--- src/rtl/clk_sched_pkg.sv ---
// Shared definitions for the clock-enable scheduler.
//   top_state_e   : encodings of the top-level FSM state
//   div_of_state  : maps a state code to its divide ratio
package clk_sched_pkg;

    localparam int unsigned TOP_STATE_W = 4;

    typedef enum logic [TOP_STATE_W-1:0] {
        StReset    = 4'd0,
        StIdle     = 4'd1,
        StConv1_1  = 4'd2,
        StConv1_2  = 4'd3,
        StAvgPool1 = 4'd4,
        StConv2_1  = 4'd5,
        StConv2_2  = 4'd6,
        StAvgPool2 = 4'd7,
        StConv3_1  = 4'd8,
        StConv3_2  = 4'd9,
        StAvgPool3 = 4'd10,
        StFc       = 4'd11,
        StJudge    = 4'd12
    } top_state_e;

    // Raw table lookup; the caller truncates to its counter width and maps 0 to 1.
    function automatic int unsigned div_of_state(input int unsigned code,
                                                 input int unsigned div_conv,
                                                 input int unsigned div_pool,
                                                 input int unsigned div_default);
        int unsigned div;
        case (code)
            32'(StConv1_1), 32'(StConv1_2), 32'(StConv2_1),
            32'(StConv2_2), 32'(StConv3_1), 32'(StConv3_2):  div = div_conv;
            32'(StAvgPool1), 32'(StAvgPool2), 32'(StAvgPool3): div = div_pool;
            default:                                           div = div_default;
        endcase
        return div;
    endfunction

endpackage

--- src/rtl/clken_divider.sv ---
// Period counter and registered enable generator.
//   clk, rst   : system clock, async active-high reset
//   hold       : freeze counter and divisor, force clk_en low
//   load       : take nxt_div at the next period boundary
//   nxt_div    : divisor to adopt on load
//   boundary   : combinational, last count of the period and not held
//   cur_div    : divisor in force
//   clk_en     : one-cycle pulse per period (continuous when cur_div=1)
module clken_divider #(
    parameter int unsigned          CNT_W     = 4,
    parameter logic [CNT_W-1:0]     RESET_DIV = 3
) (
    input  logic             clk,
    input  logic             rst,
    input  logic             hold,
    input  logic             load,
    input  logic [CNT_W-1:0] nxt_div,
    output logic             boundary,
    output logic [CNT_W-1:0] cur_div,
    output logic             clk_en
);

    logic [CNT_W-1:0] cnt_q;
    logic [CNT_W-1:0] cur_div_q;
    logic             clk_en_q;

    always_comb begin
        boundary = (cnt_q == cur_div_q - CNT_W'(1)) && !hold;
    end

    always_ff @(posedge clk or posedge rst) begin
        if (rst) begin
            cnt_q     <= '0;
            cur_div_q <= RESET_DIV;
            clk_en_q  <= 1'b0;
        end else begin
            clk_en_q <= boundary;
            if (boundary) begin
                cnt_q <= '0;
                if (load) begin
                    cur_div_q <= nxt_div;
                end
            end else if (!hold) begin
                cnt_q <= cnt_q + CNT_W'(1);
            end
        end
    end

    assign cur_div = cur_div_q;
    assign clk_en  = clk_en_q;

endmodule

--- src/rtl/clk_enable_sched.sv ---
// Per-state clock-enable scheduler: looks up a divide ratio from the top FSM
// state and switches the divider to it only on period boundaries.
// Optional feature macro: CLKEN_PERF_CNT_EN (enables the en_count pulse counter).
//   clk, rst  : system clock, async active-high reset
//   State     : current top-FSM state
//   hold      : stall divider, clk_en forced low
//   cnt_clr   : sync clear of en_count (perf counter builds only)
//   clk_en    : registered enable pulse
//   cur_div   : divisor in force
//   pending   : a different divisor is waiting for a boundary
//   en_count  : number of clk_en pulses issued (0 when counter not built)
module clk_enable_sched
    import clk_sched_pkg::*;
#(
    parameter int unsigned STATE_DATAWIDTH = 4,
    parameter int unsigned CNT_W           = 4,
    parameter int unsigned DIV_CONV        = 1,
    parameter int unsigned DIV_POOL        = 3,
    parameter int unsigned DIV_DEFAULT     = 3
) (
    input  logic                       clk,
    input  logic                       rst,
    input  logic [STATE_DATAWIDTH-1:0] State,
    input  logic                       hold,
    input  logic                       cnt_clr,
    output logic                       clk_en,
    output logic [CNT_W-1:0]           cur_div,
    output logic                       pending,
    output logic [31:0]                en_count
);

    localparam logic [CNT_W-1:0] DEF_RAW   = CNT_W'(DIV_DEFAULT);
    localparam logic [CNT_W-1:0] RESET_DIV = (DEF_RAW == '0) ? CNT_W'(1) : DEF_RAW;

    logic [CNT_W-1:0] tgt_raw;
    logic [CNT_W-1:0] tgt_div;
    logic [CNT_W-1:0] nxt_div_q;
    logic             pending_q;
    logic             pending_d;
    logic             load;
    logic             boundary;

    always_comb begin
        tgt_raw = CNT_W'(div_of_state(32'(State), DIV_CONV, DIV_POOL, DIV_DEFAULT));
        tgt_div = (tgt_raw == '0) ? CNT_W'(1) : tgt_raw;
        // A request that has returned to the current divisor is cancelled, not applied.
        load = pending_q && (tgt_div != cur_div);
        // If the boundary swaps divisors this cycle, compare against the new one so a
        // simultaneous fresh request becomes pending right after the switch.
        pending_d = (tgt_div != ((boundary && load) ? nxt_div_q : cur_div));
    end

    always_ff @(posedge clk or posedge rst) begin
        if (rst) begin
            nxt_div_q <= RESET_DIV;
            pending_q <= 1'b0;
        end else begin
            nxt_div_q <= tgt_div;
            pending_q <= pending_d;
        end
    end

    assign pending = pending_q;

    clken_divider #(
        .CNT_W     (CNT_W),
        .RESET_DIV (RESET_DIV)
    ) u_divider (
        .clk      (clk),
        .rst      (rst),
        .hold     (hold),
        .load     (load),
        .nxt_div  (nxt_div_q),
        .boundary (boundary),
        .cur_div  (cur_div),
        .clk_en   (clk_en)
    );

`ifdef CLKEN_PERF_CNT_EN
    logic [31:0] en_count_q;

    always_ff @(posedge clk or posedge rst) begin
        if (rst) begin
            en_count_q <= '0;
        end else if (cnt_clr) begin
            en_count_q <= '0;
        end else if (clk_en) begin
            en_count_q <= en_count_q + 32'd1;
        end
    end

    assign en_count = en_count_q;
`else
    logic unused_cnt_clr;
    assign unused_cnt_clr = cnt_clr;
    assign en_count       = '0;
`endif

endmodule

--- config.mk ---
export PLATFORM = sky130hd
export DESIGN_NAME = clk_enable_sched
export DESIGN_NICKNAME = d
export VERILOG_FILES = /design/src/rtl/clk_sched_pkg.sv /design/src/rtl/clken_divider.sv /design/src/rtl/clk_enable_sched.sv
export SDC_FILE = /design/constraint.sdc
export NUM_CORES = 1
export LEC_CHECK = 0
export ABC_AREA = 1
export CAP_MARGIN = 40
export CORE_MARGIN = 5
export CORE_UTILIZATION = 30
export DETAILED_ROUTE_END_ITERATION = 10
export HOLD_SLACK_MARGIN = 0.12
export PLACE_DENSITY_LB_ADDON = 0.12
export SYNTH_ARGS = -nofsm -noshare
export SYNTH_HDL_FRONTEND = slang
export SYNTH_HIERARCHICAL = 1
export SYNTH_SLANG_ARGS = --single-unit
--- constraint.sdc ---
create_clock -name clk -period 2.9 [get_ports clk]
set_clock_uncertainty 0.2 [all_clocks]
set_input_delay 0.58 -clock clk [delete_from_list [all_inputs] [get_ports clk]]
set_output_delay 0.58 -clock clk [all_outputs]
set_load 0.005 [all_outputs]
==> impl_results.md <==
* Status: completed
* Clock power share at 11.2%
* Critical-path maximum fanout at 6
* Num rows at 21
* Cell variety after synth at 22
* Clock Latency Late Sink at 0.26 ns
* Final Slew Violations at 0
* Sequential Power Share at around a third
* RD Place Congestion at 0.6956
* Layout cells sized above 1 at 17.61%
* Clock-pin slew on the worst setup and hold paths at 0.07 ns
* Tcrit/Tclk final at 77.27%
* Max Root-Sink Buffers at 2
* Vias in the first global route at around 710
* First-pass GRT wire length at roughly 3.0 mm
* Post-synthesis sequential area ratio at between 20 and 30%
* Post-route cell area at 1127 sq um
* Commonest cells after routing, fill and taps aside: conb_1 (35), nand2_1 (32), inv_1 (18), clkdlybuf4s50_1 (12)
* Initial Util at a little over 30%
* Worst EP required at 2.85 ns
* Diodes inserted at 0
* Int Power at just under 0.0005 W
* HPWL after DPL at about 1.5 mm
* WL final at 1.849 mm
* Post-CTS sizing at 0
* Setup TNS at 0 ns
* Port Buf Inserts at 12
* Cts bufs inserted at 3
* Most common cell after layout, fill and taps aside: conb_1
* Core Box Area at between 3000 and 4000 sq um
* Crit Path Class: register to register
* Wire per inst at 9.020 um
* Combinational share of power at a little under three fifths
* Die Y at between 60 and 70 um
* Startpoint Class: register
* Sw Ratio at around 47%
* Die area at 4743 sq um
* Post-synth EDFFs at 0
* LEAKAGE at ~0.63 nW
* Postcts setup bufs at 0
* Synthesized area per cell at approximately 7.3 sq um
* RSZ-0062 raised after global routing: false
* Psw at between 0.0004 and 0.0005 W
* DRT Pass-1 Iters at 4
* Register bit total from synthesis at 11
* Synth async-reset ratio at 100.0%
* Grt ovf at 0
* Hold_buf cts at 0
* CTS tree: built
* CP Data Arrival Time at about 2.2 ns
* CTS H-tree lvls at 1
* Pwr dens at between 800 and 900 nW/um^2
* Maximum vdd drop at ~210 uV
* Die X at 68.87 um
* GRT Overall Usage at between 8 and 9%
* Post-synthesis cell area at between 1000 and 1500 sq um
* Vias at roughly 770
* Clock Tree Root: clkbuf_4
* Hold Vio Cnt, Final at 0
* Max_cap viols at 0
* DP Area at 1101 sq um
* Endpoints failing setup at 0
* Crit. End Element: register
* Final ANT Viol Nets at 0
* Worst hold path type: primary input to async pin
* Period minus WS final at approximately 2.2 ns
* CTS Sinks at 11
* Pin count of the biggest net entering global routing at 10
* DR vias/cell at about 3.8
* Initial antenna violation count at 0
* Max Freq at roughly 0.45 GHz
* Iter 0 DRT Violations at 20
* Commonest register cell after synthesis: dfrtp_1
* Synth-to-Final Area Change at 8.423%
* Yosys warns at 6
* I/O pin count at 46
* Mapped Cells at ~140
* Drt drc at 0
* # nets final at 170
layout make-up:
type / count / area, sq um
Clock buffer: 4 / 26.28
Fill cell: 368 / 2210
Inverter: 22 / 82.58
Multi-Input combinational cell: 110 / 561.8
Sequential cell: 11 / 279.0
Tap cell: 46 / 57.56
Timing Repair Buffer: 12 / 120.1
cells in the mapped netlist (2+ instances only):
cell     instances  area share (%)
nand3_1          7             3.4
nand4_1          6             3.6
inv_2            4             1.4
nand2_4          2             2.2
ha_1             2             2.4
buf_4           32              23
dfstp_2          3             7.6
nand3_2          4             3.9
nor2_1           6             2.2
dfrtp_1          8              19
nand2_1         32              12
inv_1           18             6.5
conb_1           2            0.72
nand2_2          8             4.8
per-stage QoR:
stage	setup slack, ns	total power (W)	util (%)	std cells	hold slack [ns]
global placement	0.4786	0.0008152	33.00	201	0.2996
global route	0.5323	0.001026	33.78	205	0.2935
floorplan	0.8512	0.0007063	-	175	0.1205
detailed placement	0.4350	0.0008254	33.00	201	0.2999
finish	0.6592	0.0009210	33.78	205	0.2901
CTS	0.6382	0.0009367	33.78	205	0.2834
routing by layer:
metal	GRT usage, %	part of all wire, %	wire length (um)	vias up
met5	0	0	0	-
met4	5.596	1.6	30	0
li1	-	-	-	402
met3	1.135	6.4	118	2
met1	10.90	46	846	344
met2	12.62	46	854	24
sequential cells by signal, summed over array words and instances, names as in the netlist:
register and count:
nxt_div_q 1, pending 1, u_divider/clk_en 1, u_divider/cnt_q 4
u_divider/cur_div 4
cell families after synthesis:
kind of cell    synth area share (%)
simple gates                   37.67
buf+inv                        31.05
flops                          26.84
fa+ha+maj                      2.406
other cells                   0.7223
compound gates                0.4809
xor+xnor                      0.8425
power by group through the flow:
stage,Combinational (W),Sequential (W),Clock (W)
2_1_floorplan,0.000422,0.000284,0
3_3_place_gp,0.000509,0.000306,0
3_5_place_dp,0.000519,0.000306,0
4_1_cts,0.000522,0.000304,0.000111
5_1_grt,0.000595,0.000312,0.000119
6_report,0.000515,0.000303,0.000103
worst paths after layout:
| check | to | slack [ns] | depth (start not counted) | from |
|---|---|---|---|---|
| max in group asynchronous | u_divider/cur_div[0]$_DFFE_PP1P_ | 1.77 | 2 | rst |
| min in group clk | u_divider/cur_div[1]$_DFFE_PP1P_ | 0.31 | 2 | nxt_div_q[1]$_DFF_PP1_ |
| setup reg to reg | pending$_DFF_PP0_ | 0.66 | 12 | u_divider/cur_div[1]$_DFFE_PP1P_ |
| hold / removal | pending$_DFF_PP0_ | 0.29 | 2 | rst |
| setup / recovery | pending$_DFF_PP0_ | 0.66 | 12 | u_divider/cur_div[1]$_DFFE_PP1P_ |
| hold reg to reg | u_divider/cur_div[1]$_DFFE_PP1P_ | 0.31 | 2 | nxt_div_q[1]$_DFF_PP1_ |
critical path, stage by stage (launching register included):
cell and delay, ns:
dfstp_2 0.60, inv_1 0.08, ha_1 0.28, nand2_1 0.07, inv_1 0.03, nor2_1 0.10
nand2_2 0.10, nor2_8 0.18, nand2_4 0.10, inv_2 0.10, nand4_1 0.10, nand3_1 0.09
nand3_1 0.08
No activity file was read; power rests on OpenSTA's default activity.
